File: config.mk
export PLATFORM = sky130hd
export DESIGN_NAME = sys_arr_tile
export DESIGN_NICKNAME = d
export VERILOG_FILES = /design/src/rtl/sys_arr_pkg.sv /design/src/rtl/sys_arr_tile_mac_pe.sv /design/src/rtl/sys_arr_tile.sv
export SDC_FILE = /design/constraint.sdc
export NUM_CORES = 2
export LEC_CHECK = 0
export CORE_ASPECT_RATIO = 1.5
export CORE_MARGIN = 5
export CORE_UTILIZATION = 45
export DETAILED_ROUTE_END_ITERATION = 8
export PLACE_DENSITY = 0.69
export REMOVE_ABC_BUFFERS = 1
export SKIP_LAST_GASP = 1
export SYNTH_ARGS = -nofsm -noshare
export SYNTH_HDL_FRONTEND = slang
export SYNTH_HIERARCHICAL = 1
export SYNTH_SLANG_ARGS = --single-unit
File: constraint.sdc
create_clock -name CLK -period 6.4 [get_ports CLK]
set_input_delay 1.28 -clock CLK [delete_from_list [all_inputs] [get_ports CLK]]
set_output_delay 1.28 -clock CLK [all_outputs]
set_load 0.01 [all_outputs]
File: src/rtl/sys_arr_pkg.sv
// Shared types and accumulator arithmetic for the output-stationary systolic tile.
package sys_arr_pkg;

  typedef enum logic [1:0] {LOAD, DRAIN, HOLD} state_t;

  // Widest accumulator the shared add helper supports.
  localparam int MAX_AW = 64;

  // Skew fill plus propagation to the far corner PE after the last beat.
  function automatic int drain_len(input int m);
    return 2 * m - 2;
  endfunction

  // Returns {overflow, result}. Operands are masked to aw bits. The sum either wraps
  // or clamps to the aw-bit range; overflow is reported in both cases.
  function automatic logic [MAX_AW:0] sat_add(input logic [MAX_AW-1:0] acc,
                                               input logic [MAX_AW-1:0] add,
                                               input int                aw,
                                               input bit                is_signed,
                                               input bit                do_sat);
    logic [MAX_AW:0] mask;
    logic [MAX_AW:0] a;
    logic [MAX_AW:0] b;
    logic [MAX_AW:0] s;
    logic [MAX_AW:0] res;
    logic            ov;
    mask = (65'd1 << aw) - 65'd1;
    a    = {1'b0, acc} & mask;
    b    = {1'b0, add} & mask;
    s    = a + b;
    if (is_signed) ov = (a[aw-1] == b[aw-1]) && (s[aw-1] != a[aw-1]);
    else           ov = s[aw];
    res = s & mask;
    if (do_sat && ov) begin
      if (!is_signed)   res = mask;
      else if (a[aw-1]) res = 65'd1 << (aw - 1);
      else              res = mask >> 1;
    end
    return {ov, res[MAX_AW-1:0]};
  endfunction

endpackage

File: src/rtl/sys_arr_tile_mac_pe.sv
// One processing element: forwards a right and b down, accumulates a*b on each advance.
module mac_pe
  import sys_arr_pkg::*;
#(
  parameter int DW     = 8,
  parameter int AW     = 32,
  parameter int SIGNED = 0,
  parameter int SAT    = 0
) (
  input  logic          clk_i,
  input  logic          rst_i,
  input  logic          en_i,
  input  logic          clr_i,
  input  logic [DW-1:0] a_i,
  input  logic [DW-1:0] b_i,
  output logic [DW-1:0] a_o,
  output logic [DW-1:0] b_o,
  output logic [AW-1:0] acc_o,
  output logic          ovf_o
);

  logic [2*DW-1:0]   a_x;
  logic [2*DW-1:0]   b_x;
  logic [2*DW-1:0]   prod;
  logic              ext;
  logic [MAX_AW-1:0] prod64;
  logic [MAX_AW:0]   sum_full;
  logic [AW-1:0]     acc_d;
  logic              ovf_d;

  logic [DW-1:0]     a_q;
  logic [DW-1:0]     b_q;
  logic [AW-1:0]     acc_q;
  logic              ovf_q;

  // Extending both operands to 2*DW makes the low 2*DW product bits correct for either signedness.
  assign a_x    = (SIGNED != 0) ? {{DW{a_i[DW-1]}}, a_i} : {{DW{1'b0}}, a_i};
  assign b_x    = (SIGNED != 0) ? {{DW{b_i[DW-1]}}, b_i} : {{DW{1'b0}}, b_i};
  assign prod   = a_x * b_x;
  assign ext    = (SIGNED != 0) ? prod[2*DW-1] : 1'b0;
  assign prod64 = {{(MAX_AW-2*DW){ext}}, prod};

  assign sum_full = sat_add(MAX_AW'(acc_q), prod64, AW, SIGNED != 0, SAT != 0);
  assign acc_d    = sum_full[AW-1:0];
  assign ovf_d    = sum_full[MAX_AW];

  if (AW < MAX_AW) begin : g_hi
    logic unused_sum_hi;
    assign unused_sum_hi = ^sum_full[MAX_AW-1:AW];
  end

  always_ff @(posedge clk_i) begin
    if (rst_i || clr_i) begin
      a_q   <= '0;
      b_q   <= '0;
      acc_q <= '0;
      ovf_q <= 1'b0;
    end else if (en_i) begin
      a_q   <= a_i;
      b_q   <= b_i;
      acc_q <= acc_d;
      ovf_q <= ovf_q | ovf_d;
    end
  end

  assign a_o   = a_q;
  assign b_o   = b_q;
  assign acc_o = acc_q;
  assign ovf_o = ovf_q;

endmodule

File: src/rtl/sys_arr_tile.sv
// MxM output-stationary systolic matmul tile: skews unskewed k-slices, drains, holds C for the consumer.
module sys_arr_tile
  import sys_arr_pkg::*;
#(
  parameter int M      = 3,
  parameter int DW     = 8,
  parameter int AW     = 32,
  parameter int SIGNED = 0,
  parameter int SAT    = 0
) (
  input  logic              CLK,
  input  logic              rst,
  input  logic              vld_in,
  output logic              rdy_in,
  input  logic [DW*M-1:0]   a_col,
  input  logic [DW*M-1:0]   b_row,
  input  logic              last_in,
  output logic              vld_out,
  input  logic              rdy_out,
  output logic [AW*M*M-1:0] c,
  output logic              ovf
);

  localparam int DRAIN_LEN = drain_len(M);
  localparam int CNT_W     = $clog2(DRAIN_LEN + 1);

  state_t           state_q;
  logic [CNT_W-1:0] cnt_q;
  logic             vld_out_q;

  logic             beat;
  logic             adv;
  logic             xfer;
  logic             load_sel;

  logic [DW-1:0]    a_feed [M];
  logic [DW-1:0]    b_feed [M];
  logic [DW-1:0]    a_lane [M];
  logic [DW-1:0]    b_lane [M];
  logic [DW-1:0]    a_h    [M][M];
  logic [DW-1:0]    b_v    [M][M];
  logic [AW-1:0]    acc    [M][M];
  logic [M*M-1:0]   ovf_pe;
  logic [M*DW-1:0]  edge_a;
  logic [M*DW-1:0]  edge_b;
  logic             unused_edge;

  assign load_sel = (state_q == LOAD);
  assign rdy_in   = load_sel && !rst;
  assign beat     = vld_in && rdy_in;
  assign adv      = beat || (state_q == DRAIN);
  assign xfer     = (state_q == HOLD) && vld_out_q && rdy_out;

  // HOLD spends its first cycle raising vld_out, so C is presented 2M cycles after the last beat.
  always_ff @(posedge CLK) begin
    if (rst) begin
      state_q   <= LOAD;
      cnt_q     <= '0;
      vld_out_q <= 1'b0;
    end else begin
      case (state_q)
        LOAD: begin
          if (beat && last_in) begin
            state_q <= DRAIN;
            cnt_q   <= CNT_W'(DRAIN_LEN);
          end
        end
        DRAIN: begin
          if (cnt_q == '0) state_q <= HOLD;
          else             cnt_q   <= cnt_q - CNT_W'(1);
        end
        HOLD: begin
          if (xfer) begin
            state_q   <= LOAD;
            vld_out_q <= 1'b0;
          end else begin
            vld_out_q <= 1'b1;
          end
        end
        default: state_q <= LOAD;
      endcase
    end
  end

  assign vld_out = vld_out_q;

  // Lane i is delayed i advances; zeros enter the edges while draining.
  for (genvar i = 0; i < M; i++) begin : g_skew
    assign a_feed[i] = load_sel ? a_col[i*DW +: DW] : '0;
    assign b_feed[i] = load_sel ? b_row[i*DW +: DW] : '0;
    if (i == 0) begin : g_direct
      assign a_lane[i] = a_feed[i];
      assign b_lane[i] = b_feed[i];
    end else begin : g_shift
      logic [DW-1:0] sa_q [i];
      logic [DW-1:0] sb_q [i];
      always_ff @(posedge CLK) begin
        if (rst || xfer) begin
          for (int s = 0; s < i; s++) begin
            sa_q[s] <= '0;
            sb_q[s] <= '0;
          end
        end else if (adv) begin
          sa_q[0] <= a_feed[i];
          sb_q[0] <= b_feed[i];
          for (int s = 1; s < i; s++) begin
            sa_q[s] <= sa_q[s-1];
            sb_q[s] <= sb_q[s-1];
          end
        end
      end
      assign a_lane[i] = sa_q[i-1];
      assign b_lane[i] = sb_q[i-1];
    end
  end

  for (genvar i = 0; i < M; i++) begin : g_row
    for (genvar j = 0; j < M; j++) begin : g_col
      mac_pe #(
        .DW    (DW),
        .AW    (AW),
        .SIGNED(SIGNED),
        .SAT   (SAT)
      ) u_pe (
        .clk_i (CLK),
        .rst_i (rst),
        .en_i  (adv),
        .clr_i (xfer),
        .a_i   ((j == 0) ? a_lane[i] : a_h[i][(j == 0) ? 0 : j-1]),
        .b_i   ((i == 0) ? b_lane[j] : b_v[(i == 0) ? 0 : i-1][j]),
        .a_o   (a_h[i][j]),
        .b_o   (b_v[i][j]),
        .acc_o (acc[i][j]),
        .ovf_o (ovf_pe[i*M+j])
      );
      assign c[(i*M+j)*AW +: AW] = acc[i][j];
    end
    assign edge_a[i*DW +: DW] = a_h[i][M-1];
    assign edge_b[i*DW +: DW] = b_v[M-1][i];
  end

  assign unused_edge = ^{edge_a, edge_b};
  assign ovf         = |ovf_pe;

endmodule

==> flow_metrics.tcl <==
set metrics [dict create \
    multi_input_area_sq_mm 0.0291 \
    cts_buffers 52 \
    fp.dieW_microns 262 \
    clock_latency_ps 620 \
    first_pass_iters 5 \
    cp_data_arrival_time_ps 6350 \
    final_common_cell "inv_1" \
    cpLargestDelayFamily "adder cells" \
    netlist_instances 4931 \
    power_frac_comb_pct 27.2 \
    drv_cap 0 \
    endpoint_kind "register" \
    clock_power_share_pct 36.6 \
    fin_worst_skew_ps 14.9 \
    outcome "complete, no violations" \
    critPathRequiredTime_ps 6930 \
    totalWireLength_mm 117 \
    dieArea_sq_mm 0.101 \
    rsz0062_at_grt "no" \
    area_growth_pct 14.8 \
    hold_violations 0 \
    path_buf_inv 5 \
    p_int_mw 5.83 \
    switching_share_pct 33.1 \
    clk_pin_slew_ps 60 \
    core_area_sq_mm 0.0943 \
    worstPathCellList "clkdlybuf4s50_1, and2_1, nand2_1, fa_1, inv_1, fa_1, fa_1, inv_1, fa_1, inv_1, ha_1, nand4_1, nor3_1, a2111oi_2, buf_4, or4_1, a21oi_1" \
    io_buffers 343 \
    final_util_pct 52.1 \
    routedWlPerCell_microns 18.1 \
    fin_crit_sh_pct 90.9 \
    antenna_found_initial 3 \
    drtIter0Drc 1819 \
    grt_pass1_wl_mm 191 \
    hold_buffers 0 \
    cellLeakagePower_nw 22.9 \
    power.switching_mw 2.89 \
    io_pins 344 \
    cts_max_level 2 \
    cts_tree "yes" \
    critPathMostFrequentCell "fa_1" \
    nets 6059 \
    mostFrequentLayoutCells "inv_1, nand2_1, fa_1" \
    finalSetupViolCount 0 \
    dp_hpwl_mm 91.9 \
    grt_max_degree 48 \
    maxSlewHeadroom_pct 29.3 \
    clk_path_buf_depth 3 \
    cts.sinks 447 \
    critPathSlowestCell "fa_1" \
    ys_warn_count 6 \
    vias_per_cell 5.35 \
    cts-root-buf "clkbuf_16" \
    post_cts_resize_count 0 \
    drc 0 \
    pwr-share-seq_pct 36.2 \
    fin_hold_ws_ps 483 \
    seqCellArea_sq_mm 0.00943 \
    hold_class "reg -> reg" \
    die_h_microns 387 \
    ir_worst_vdd_mv 0.188 \
    drtAntennaViolNets 0 \
    cp_slowest_stage_delay_ps 550 \
    gr-total-overflow 0 \
    start_util_pct 45.3 \
    fmax_ghz 0.172 \
    grt_pass1_vias 35500 \
    min_period_ps 5820 \
    crit_path_max_fanout 9 \
    worstMarginPinSlew_ps 1060 \
    drive_gt1_share_pct 4.11 \
    syn_area_sq_mm 0.0427 \
    vias 34800 \
    cellPowerDensity_mw_per_mm2 178 \
    row_count 138 \
    synth.avg_cell_area_sq_um 8.67 \
    cts_setup_buffers 0 \
    finalMaxSlewViolations 0 \
    critPathLaunchType "input pin" \
    crit_type "in -> reg" \
    fill_cells 8900 \
    grtUsageTotal_pct 23.0 \
    gp_congestion 0.932 \
]
[metrics by stage]
stage / worst slack, ps / instance area (sq um) / power (mW) / setup TNS (ps) / cells
floorplan: -7250 / 41900 / 4.83 / -1916100 / 4745
detailed placement: -14.9 / 47300 / 5.59 / -24.6 / 6391
finish: 581 / 49100 / 8.72 / 0 / 6491
CTS: 660 / 49100 / 8.83 / 0 / 6489
global route: 409 / 49100 / 9.24 / 0 / 6489
global placement: 46.9 / 47300 / 5.54 / 0 / 6391
[state kept, by name, summed over array words and instances (netlist names)]
signal / cells
cnt_q: 3
state_q: 2
g_skew.g_shift.sa_q: 24
g_row.g_col.u_pe/b_o: 48
g_row.g_col.u_pe/ovf_o: 9
vld_out: 1
g_row.g_col.u_pe/acc_o: 288
g_row.g_col.u_pe/a_o: 48
g_skew.g_shift.sb_q: 24
[final cells by class]
class                   instances  area share [%]
multi-input cells            3405            59.4
flip-flops and latches        447            19.2
repair buffers                386            7.67
inverters                     893            6.83
well taps                    1260            3.21
clock buffers                  78            3.18
clock inverters                20           0.523
diodes                          2          0.0102
[power groups by stage]
stage | Clock (mW) | Combinational [mW] | Sequential, mW
2_1_floorplan | 0 | 1.70 | 3.13
3_3_place_gp | 0 | 2.32 | 3.22
3_5_place_dp | 0 | 2.37 | 3.22
4_1_cts | 3.29 | 2.38 | 3.16
5_1_grt | 3.39 | 2.67 | 3.17
6_report | 3.19 | 2.37 | 3.16
[layer usage]
layer | up-vias | global-route usage (%) | wire (microns)
li1 | 16500 | - | -
met1 | 17100 | 27.8 | 46800
met2 | 905 | 40.9 | 59400
met3 | 202 | 4.28 | 6860
met4 | 2 | 7.93 | 4360
met5 | - | 0 | 13
[worst min-delay path, cell delays in order, from the launching register on]
cell	delay [ps]
dfxtp_1	320
nand2_1	60
a21oi_1	50
[path summary, 6_finish.rpt]
check | end | depth (start not counted) | start | slack (ps)
worst max register to register | g_row[0].g_col[0].u_pe/acc_o[25] | 17 | state_q[0] | 830
worst max-delay path | g_row[0].g_col[0].u_pe/acc_o[25] | 17 | b_row[4] | 580
worst min register to register | g_row[0].g_col[1].u_pe/acc_o[17] | 2 | g_row[0].g_col[1].u_pe/acc_o[17] | 480
worst min-delay path | g_row[0].g_col[1].u_pe/acc_o[17] | 2 | g_row[0].g_col[1].u_pe/acc_o[17] | 480
(Power assumes the default switching activity.)
